$ cat src/rtl/stage3_types_pkg.sv
// Shared types and helpers for the stage-3 hart PC scheduler.
package stage3_types_pkg;

  typedef enum logic [1:0] {
    DISABLED = 2'd0,
    RUN      = 2'd1,
    SLEEP    = 2'd2
  } hart_state_t;

  // Upper bound on hart count supported by the shared arbiter helper.
  localparam int MAX_HARTS     = 32;
  localparam int HART_ID_MAX_W = 5;

  typedef logic [HART_ID_MAX_W-1:0] hart_id_t;

  localparam logic [31:0] PC_INCR = 32'd4;

  // First set bit of req at or after ptr, wrapping at n. Pass ptr=0 for
  // lowest-index-wins priority. Returns 0 when req is empty.
  function automatic hart_id_t rr_pick(input logic [MAX_HARTS-1:0] req,
                                       input logic [31:0]          ptr,
                                       input logic [31:0]          n);
    hart_id_t    pick;
    logic        found;
    logic [31:0] base;
    logic [31:0] idx;
    pick  = '0;
    found = 1'b0;
    base  = (ptr < n) ? ptr : 32'd0;
    for (int off = 0; off < MAX_HARTS; off++) begin
      idx = base + 32'(off);
      if (idx >= n) idx = idx - n;
      if (!found && (32'(off) < n) && req[idx[HART_ID_MAX_W-1:0]]) begin
        pick  = idx[HART_ID_MAX_W-1:0];
        found = 1'b1;
      end
    end
    return pick;
  endfunction

endpackage

$ cat src/rtl/stage3_rr_arbiter.sv
// Combinational round-robin / fixed-priority arbiter over a request vector.
module stage3_rr_arbiter
  import stage3_types_pkg::*;
#(
  parameter int NUM_REQ = 4,
  parameter int MODE    = 0,
  parameter int ID_W    = 2
) (
  input  logic [NUM_REQ-1:0] req,
  input  logic [ID_W-1:0]    ptr,
  output logic [ID_W-1:0]    grant,
  output logic               any_grant
);

  logic [MAX_HARTS-1:0] req_ext;
  hart_id_t             pick;

  // Widen the request vector and pick the winner; MODE 1 ignores the pointer.
  always_comb begin
    req_ext                = '0;
    req_ext[NUM_REQ-1:0]   = req;
    pick      = rr_pick(req_ext, (MODE == 1) ? 32'd0 : 32'(ptr), 32'(NUM_REQ));
    grant     = ID_W'(pick);
    any_grant = |req;
  end

endmodule

$ cat src/rtl/stage3_hart_pc_scheduler.sv
// Per-hart PC registers and run-state FSMs, with a valid/ready fetch offer.
module stage3_hart_pc_scheduler
  import stage3_types_pkg::*;
#(
  parameter int          NUM_HARTS      = 4,
  parameter logic [31:0] RESET_PC       = 32'h8000_0000,
  parameter logic [31:0] HART_PC_STRIDE = 32'h0,
  parameter int          SCHED_MODE     = 0,
  parameter int          HART_ID_W      = (NUM_HARTS > 1) ? $clog2(NUM_HARTS) : 1
) (
  input  logic                    CLK,
  input  logic                    RST,
  input  logic [NUM_HARTS-1:0]    hart_en,
  output logic                    fetch_valid,
  input  logic                    fetch_ready,
  output logic [31:0]             fetch_pc,
  output logic [HART_ID_W-1:0]    fetch_hart_id,
  input  logic                    redirect_valid,
  input  logic [HART_ID_W-1:0]    redirect_hart,
  input  logic [31:0]             redirect_pc,
  input  logic [NUM_HARTS-1:0]    halt_req,
  input  logic [NUM_HARTS-1:0]    wake,
  output logic [NUM_HARTS*32-1:0] hart_pc,
  output logic [NUM_HARTS-1:0]    hart_running
);

  logic [31:0]          pc_vec [NUM_HARTS];
  logic [NUM_HARTS-1:0] eligible;
  logic [HART_ID_W-1:0] rr_ptr_reg;
  logic                 lock_reg;
  logic [HART_ID_W-1:0] lock_hart_reg;
  logic [HART_ID_W-1:0] arb_grant;
  logic                 arb_any;
  logic [HART_ID_W-1:0] sel;
  logic [HART_ID_W-1:0] rr_ptr_next;
  logic                 accept;
  logic                 redirect_hit;
  logic                 unused_pc_lsbs;

  // The low two redirect bits are discarded; PCs are always word aligned.
  assign unused_pc_lsbs = ^redirect_pc[1:0];
  assign redirect_hit   = redirect_valid && (32'(redirect_hart) < 32'(NUM_HARTS));

  stage3_rr_arbiter #(
    .NUM_REQ (NUM_HARTS),
    .MODE    (SCHED_MODE),
    .ID_W    (HART_ID_W)
  ) u_arb (
    .req       (eligible),
    .ptr       (rr_ptr_reg),
    .grant     (arb_grant),
    .any_grant (arb_any)
  );

  // A locked offer overrides arbitration; nothing is offered during reset.
  always_comb begin
    sel           = lock_reg ? lock_hart_reg : arb_grant;
    fetch_valid   = !RST && (lock_reg || arb_any);
    fetch_pc      = fetch_valid ? pc_vec[sel] : 32'd0;
    fetch_hart_id = fetch_valid ? sel : '0;
    accept        = fetch_valid && fetch_ready;
    rr_ptr_next   = (sel == HART_ID_W'(NUM_HARTS - 1)) ? '0 : sel + 1'b1;
  end

  for (genvar gi = 0; gi < NUM_HARTS; gi++) begin : g_hart
    hart_state_t state_reg;
    logic [31:0] pc_reg;
    logic        redir_here;
    logic        accept_here;

    assign redir_here  = redirect_hit && (redirect_hart == HART_ID_W'(gi));
    assign accept_here = accept && (sel == HART_ID_W'(gi));

    // Run-state FSM: enable dominates, wake beats a simultaneous halt.
    always_ff @(posedge CLK) begin
      if (RST) begin
        state_reg <= hart_en[gi] ? RUN : DISABLED;
      end else if (!hart_en[gi]) begin
        state_reg <= DISABLED;
      end else begin
        case (state_reg)
          DISABLED: state_reg <= RUN;
          RUN:      if (halt_req[gi] && !wake[gi]) state_reg <= SLEEP;
          SLEEP:    if (wake[gi] || redir_here) state_reg <= RUN;
          default:  state_reg <= DISABLED;
        endcase
      end
    end

    // PC update: a redirect beats the post-accept increment.
    always_ff @(posedge CLK) begin
      if (RST) begin
        pc_reg <= RESET_PC + 32'(gi) * HART_PC_STRIDE;
      end else if (redir_here) begin
        pc_reg <= {redirect_pc[31:2], 2'b00};
      end else if (accept_here) begin
        pc_reg <= pc_reg + PC_INCR;
      end
    end

    assign pc_vec[gi]            = pc_reg;
    assign eligible[gi]          = (state_reg == RUN);
    assign hart_running[gi]      = (state_reg == RUN);
    assign hart_pc[gi*32 +: 32]  = pc_reg;
  end

  // Hold the offered hart until fetch takes it; advance the pointer on accept.
  always_ff @(posedge CLK) begin
    if (RST) begin
      lock_reg      <= 1'b0;
      lock_hart_reg <= '0;
      rr_ptr_reg    <= '0;
    end else if (accept) begin
      lock_reg      <= 1'b0;
      rr_ptr_reg    <= rr_ptr_next;
    end else if (fetch_valid) begin
      lock_reg      <= 1'b1;
      lock_hart_reg <= sel;
    end
  end

endmodule
$ cat config.mk
export PLATFORM = sky130hd
export DESIGN_NAME = stage3_hart_pc_scheduler
export DESIGN_NICKNAME = d
export VERILOG_FILES = /design/src/rtl/stage3_types_pkg.sv /design/src/rtl/stage3_rr_arbiter.sv /design/src/rtl/stage3_hart_pc_scheduler.sv
export SDC_FILE = /design/constraint.sdc
export NUM_CORES = 1
export LEC_CHECK = 0
export CAP_MARGIN = 20
export CORE_ASPECT_RATIO = 0.6
export CORE_MARGIN = 4
export CORE_UTILIZATION = 50
export DETAILED_ROUTE_END_ITERATION = 12
export PLACE_DENSITY = 0.81
export SLEW_MARGIN = 5
export SYNTH_ARGS = -nofsm -noshare
export SYNTH_HDL_FRONTEND = slang
export SYNTH_SLANG_ARGS = --single-unit
$ cat constraint.sdc
create_clock -name CLK -period 6.55 [get_ports CLK]
set_input_delay 1.31 -clock CLK [delete_from_list [all_inputs] [get_ports CLK]]
set_output_delay 1.31 -clock CLK [all_outputs]
set_load 0.02 [all_outputs]
Yosys cells after proc, flatten, opt, wreduce, memory -nomap -nowiden
Cells that the tools add are included.
{"block": "op_classes", "order_cmp": 9, "n_eq_ne": 22, "n_bitwise": 2, "n_mux": 58, "n_addsub": 12, "reduce_logical": 51}
{"op": "32-bit two-way mux", "count": 11}
{"op": "32-bit by 3-bit adder with 32-bit output, second input constant", "count": 4}
{"op": "32-bit by 3-bit >= comparator with 1-bit output, second input constant", "count": 3}
{"op": "32-bit binary-select mux with 2-bit select", "count": 1}
{"op": "2-bit two-way mux", "count": 23}
{"op": "4-bit != test, second input constant", "count": 8}
{"op": "5-bit by 6-bit < comparator with 1-bit output, second input constant", "count": 4}
{"op": "2-bit case mux with 3 select lines", "count": 4}
{"op": "1-bit binary-select mux with 5-bit select", "count": 4}
{"op": "5-bit two-way mux", "count": 4}
{"op": "1-bit logical AND", "count": 17}
{"op": "2-bit equality test, second input constant", "count": 8}
{"op": "5-bit by 3-bit subtractor with 5-bit output, second input constant", "count": 3}
{"op": "2-bit by 1-bit equality test with 1-bit output, second input constant", "count": 6}
{"op": "2-bit zero test", "count": 6}
{"op": "1-bit two-way mux", "count": 11}
{"op": "2-bit AND reduction", "count": 5}
{"op": "2-bit OR reduction", "count": 5}
{"op": "1-bit zero test", "count": 8}
{"op": "2-bit nonzero test", "count": 4}
{"op": "2-bit by 2-bit adder with 3-bit output, second input constant", "count": 2}
{"op": "1-bit logical OR", "count": 5}
{"op": "4-bit OR reduction", "count": 1}
{"op": "2-bit by 3-bit subtractor with 4-bit output, second input constant", "count": 1}
{"op": "other kinds (6)", "count": 6}
{"block": "word_totals", "input_bits": 50, "regBits": 141}

Longest topological paths before layout
{"block": "logic_depth", "ltp_word": 20, "mapped_depth": 17}

Hierarchy
A second synthesis with hierarchy kept.
{"block": "hier_totals", "cells_unflattened": 1024, "hier_area_um2": 8554.5}
{"mod": "stage3_hart_pc_scheduler", "cells_each": 989, "instances": 1, "area_each_um2": 8256.7, "seq_area_each_um2": 2742.6}
{"mod": "stage3_rr_arbiter", "cells_each": 35, "instances": 1, "area_each_um2": 297.8, "seq_area_each_um2": 0.0}

Worst setup path before layout
No wires, ideal clock.
{"block": "synth_timing", "kind": "reg-to-output", "from": "reg rr_ptr_reg[0]", "to": "out fetch_pc[9]", "arrival_time_ps": 2905, "path_stages_with_launch": 13, "path_slack_ps": 2335, "cell_sequence": "dfxtp_1 buf_4 inv_2 ha_1 mux4_2 o211ai_2 nor2b_1 o31a_2 inv_2 buf_2 buf_4 mux2i_1 o22ai_1"}
{"block": "synth_between", "elab_chain_len": 20}
{"item": "start, declared", "line_no": "stage3_hart_pc_scheduler.sv:29", "text": "logic [HART_ID_W-1:0] rr_ptr_reg;"}
{"item": "start signal, assigned", "line_no": "stage3_hart_pc_scheduler.sv:115", "text": "rr_ptr_reg <= rr_ptr_next;"}
{"item": "branches (longest 13 deep; another with 32-bit by 3-bit >= comparator with 1-bit output)"}
{"item": "2-bit two-way mux *", "line_no": "stage3_types_pkg.sv:33", "text": "if (!found && (32'(off) < n) && req[idx[HART_ID_MAX_W-1:0]]) begin"}
{"item": "2-bit two-way mux *", "line_no": "stage3_hart_pc_scheduler.sv:57", "text": "sel = lock_reg ? lock_hart_reg : arb_grant;"}
{"item": "2-bit NOT with 3-bit output (not written as such) *", "line_no": "stage3_hart_pc_scheduler.sv:59", "text": "fetch_pc = fetch_valid ? pc_vec[sel] : 32'd0;"}
{"item": "32-bit binary-select mux with 2-bit select *", "line_no": "stage3_hart_pc_scheduler.sv:59"}
{"item": "32-bit two-way mux (not written as such) * (2 in series)", "line_no": "stage3_hart_pc_scheduler.sv:59"}
{"item": "32-bit two-way mux *", "line_no": "stage3_hart_pc_scheduler.sv:59"}
{"item": "end, declared", "line_no": "stage3_hart_pc_scheduler.sv:16", "text": "output logic [31:0] fetch_pc,"}
Mark *: on every way between the ends. The select of a mux whose other input is x is not followed.

Worst setup path in the final report
{"block": "layout_timing", "from": "reg rr_ptr_reg[0]", "to": "out fetch_pc[5]"}
The elaborated chain is that of the path after synthesis.

==> flow_summary.yaml <==
synthesis:
  synth_edf_count: 8
  synth_compound_gate_area_share: 0.235
  yosys.area_share.xor_xnor: 0.0265
  ys_async_sr_fraction: 0
  ys_seq_area_frac: 0.296
  yosysWarnings: 0
  synth_top_area_frac: 0.270
  synth_seq_cells: 133
  syn_area_mm2: 0.00926
  yosys-top-cells-area: "dfxtp_1 27%, mux2i_1 6.7%, o21ai_0 6.2%, nand3_1 4.3%, o31ai_1 3.4%"
  avgSynthCellArea_um2: 7.63
  netlist-cell-type-count: 61
  synthSimpleGateAreaFrac: 0.295
  synthAdderAreaFrac: 0.00945
  synthTopCellsByCount: "125 x dfxtp_1, 115 x o21ai_0, 80 x nand2_1"
  yosys.area.top_type: "dfxtp_1"
  synth_top_family_by_area: "simple AND/OR/NAND/NOR gates"
  synth.most_common_cell: "dfxtp_1"
  syn_inst: 1214
  ys.flop_type: "dfxtp_1"
  muxShareOfSynthArea: 0.0694
timing:
  final-setup-viol-count: 0
  postLayoutSetupSlackWorst_ps: 861
  fmax_mhz: 176
  min_period_ps: 5690
  drv_slew: 0
  finalHoldViolations: 0
  setup-tns-final_ps: 0
  max_slew_margin: 0.302
  finalCritPeriodShare: 0.869
  rsz0062_at_grt: "no"
  finClkSkew_ps: 16.8
  tightest_slew_ps: 1050
drt:
  drt_iter0_drc: 1596
  ant_nets: 0
  wl_um: 37100
  drc: 0
  num_vias: 11082
  post_drt_via_cell_ratio: 6.89
  wire_per_inst_um: 23.0
  dr.pass1.iters: 7
grt:
  grt_pass1_vias: 10252
  met2_usage: 0.495
  grt_overflow: 0
  top_usage_layer: "met2"
  grt_use_met3: 0.0969
  use_met1: 0.472
  grt_antenna_before_repair: 0
  grt_pass1_wl_um: 56500
  grtUsageTotal: 0.339
  grt_max_degree: 104
floorplan:
  die_area_mm2: 0.0208
  start_util: 0.511
  die_width_um: 184
  pin_count: 217
  die_y_um: 113
  coreArea_mm2: 0.0181
  num_rows: 38
clock_network:
  htreeDepth: 4
  cts_buffers: 17
  cts_max_path_buffers: 2
  cts_tree: "built"
  clkTransAtPathRegs_ps: 60
  clk_latency_ps: 430
  post_cts_resized: 0
  cts_sinks: 133
  hold_buffers: 0
  postCtsSetupRepairBufs: 0
  root_buffer: "clkbuf_16"
power_and_ir_drop:
  p_leak_nw: 3.90
  power_density_mw_per_mm2: 237
  peakVddDrop_uv: 256
  power_w: 0.00282
layout:
  n_antenna_cell: 0
  layout-drive-gt1-share: 0.0562
  largest_reg_flops: 120
  postLayoutCellArea_mm2: 0.0119
  layout.nets: 1413
  syn2layout_area_growth_pct: 28.7
place:
  placed_area_mm2: 0.0113
  gp_congestion: 0.951
  detailed_place_hpwl_um: 25600
  numPortBuffers: 204
  dpl_worst_slack_ps: 1350
critical_path:
  r2r_slack_ps: 1630
  r2r_start: "rr_ptr_reg[0]"
  end_kind: "output port"
  r2r_end: "g_hart[3].pc_reg[31]"
  worstPathArrival_ps: 4380
  reg2regPathDepth: 13
  cp.required_ps: 5240
  cp_max_fo: 46
  worst-setup-path-type: "register to output port"
  start_kind: "register"
worst_hold_path:
  holdPathStages: 2
  worst_hold_startpoint: "lock_hart_reg[0]"
  hold_end: "lock_hart_reg[0]"
  hold_path_class: "register to register"
run:
  maxCapViolCount: 0
run_status:
  status: "finished, final reports clean"
-- per-layer routing --
layer  up-vias  share of wire
li1       4942              -
met1      5203           0.40
met2       816           0.42
met3       121           0.14
met4         0          0.037
met5         -              0
-- placed cells by master, fill, tap and decap left out, types with 6 or more instances in the layout --
cell type        synthesis  final
a211oi_1                16     16
a21oi_1                 21     21
a311oi_1                25     25
a31oi_1                 42     42
a32oi_1                  6      6
and2_1                  15     15
and3_1                  37     37
and4_1                   7      7
buf_4                   16     23
clkbuf_16                0     17
clkdlybuf4s50_1          0    204
conb_1                   1     10
dfxtp_1                125    125
edfxtp_1                 8      8
ha_1                     7      7
inv_1                   25     25
mux2i_1                 62     62
nand2_1                 80     80
nand3_1                 79     78
nand4_1                 41     41
nor2_1                  64     63
nor2b_1                  6      6
nor3_1                  47     46
nor3b_1                 12     11
nor4_1                  37     37
nor4b_1                  9      9
o21ai_0                115    115
o22ai_1                 31     31
o31a_1                  13     13
o31ai_1                 42     42
or3_1                   18     18
or4_1                   34     34
xnor2_1                 14     14
xor2_1                  14     14
-- worst max-delay path, stage by stage, from the launching register on --
cell	delay [ps]
dfxtp_1	510
inv_2	140
ha_1	440
mux4_2	590
o211ai_2	130
nor2b_1	120
o31a_4	320
inv_4	500
buf_4	300
mux2i_1	90
o22ai_1	160
clkdlybuf4s50_1	640
-- cell families (layout without fill, tap and decap cells) --
family / count (synthesis) / in the layout
adders and majority gates: 7 / 7
muxes: 63 / 63
AOI/OAI and AO/OA: 336 / 336
buffers and inverters: 145 / 291
and+or+nand+nor: 501 / 501
xor gates and xnor gates: 28 / 28
other: 1 / 10
DFF: 133 / 133
-- stage by stage --
stage                util  hold WS [ps]  cells
floorplan               -           465   1223
global placement    0.625           480   1574
detailed placement  0.625           490   1574
CTS                 0.655           502   1606
global route        0.658           523   1609
finish              0.658           502   1609
-- final cells by class --
cell class                 count  area, um2
fill                        1522       6190
multi-input combinational    945       5950
inverter                      29        111
timing repair buffer         230       2290
tap                          240        300
clock inverter                14        104
sequential                   133       2740
clock buffer                  18        429
-- power breakdown --
group / internal (W) / total, W / switching (W) / leakage (nW)
clock: 0.000487 / 0.000900 / 0.000413 / 0.254
sequential: 0.000873 / 0.000973 / 0.000100 / 1.11
combinational: 0.000349 / 0.000948 / 0.000600 / 2.53
total: 0.00171 / 0.00282 / 0.00111 / 3.90
-- worst max path at each step --
| stage | start | end | slack, ps | cells after the start |
|---|---|---|---|---|
| after global routing | rr_ptr_reg[0] | fetch_pc[6] | 660 | 11 |
| after floorplan | rr_ptr_reg[0] | fetch_pc[9] | 2340 | 12 |
| after global placement | rr_ptr_reg[0] | fetch_pc[5] | 1420 | 11 |
| after CTS | rr_ptr_reg[0] | fetch_pc[6] | 890 | 11 |
| after detailed placement | rr_ptr_reg[0] | fetch_pc[5] | 1350 | 11 |
| final | rr_ptr_reg[0] | fetch_pc[5] | 860 | 11 |
Note: power is estimated with default switching activity, not from simulation.
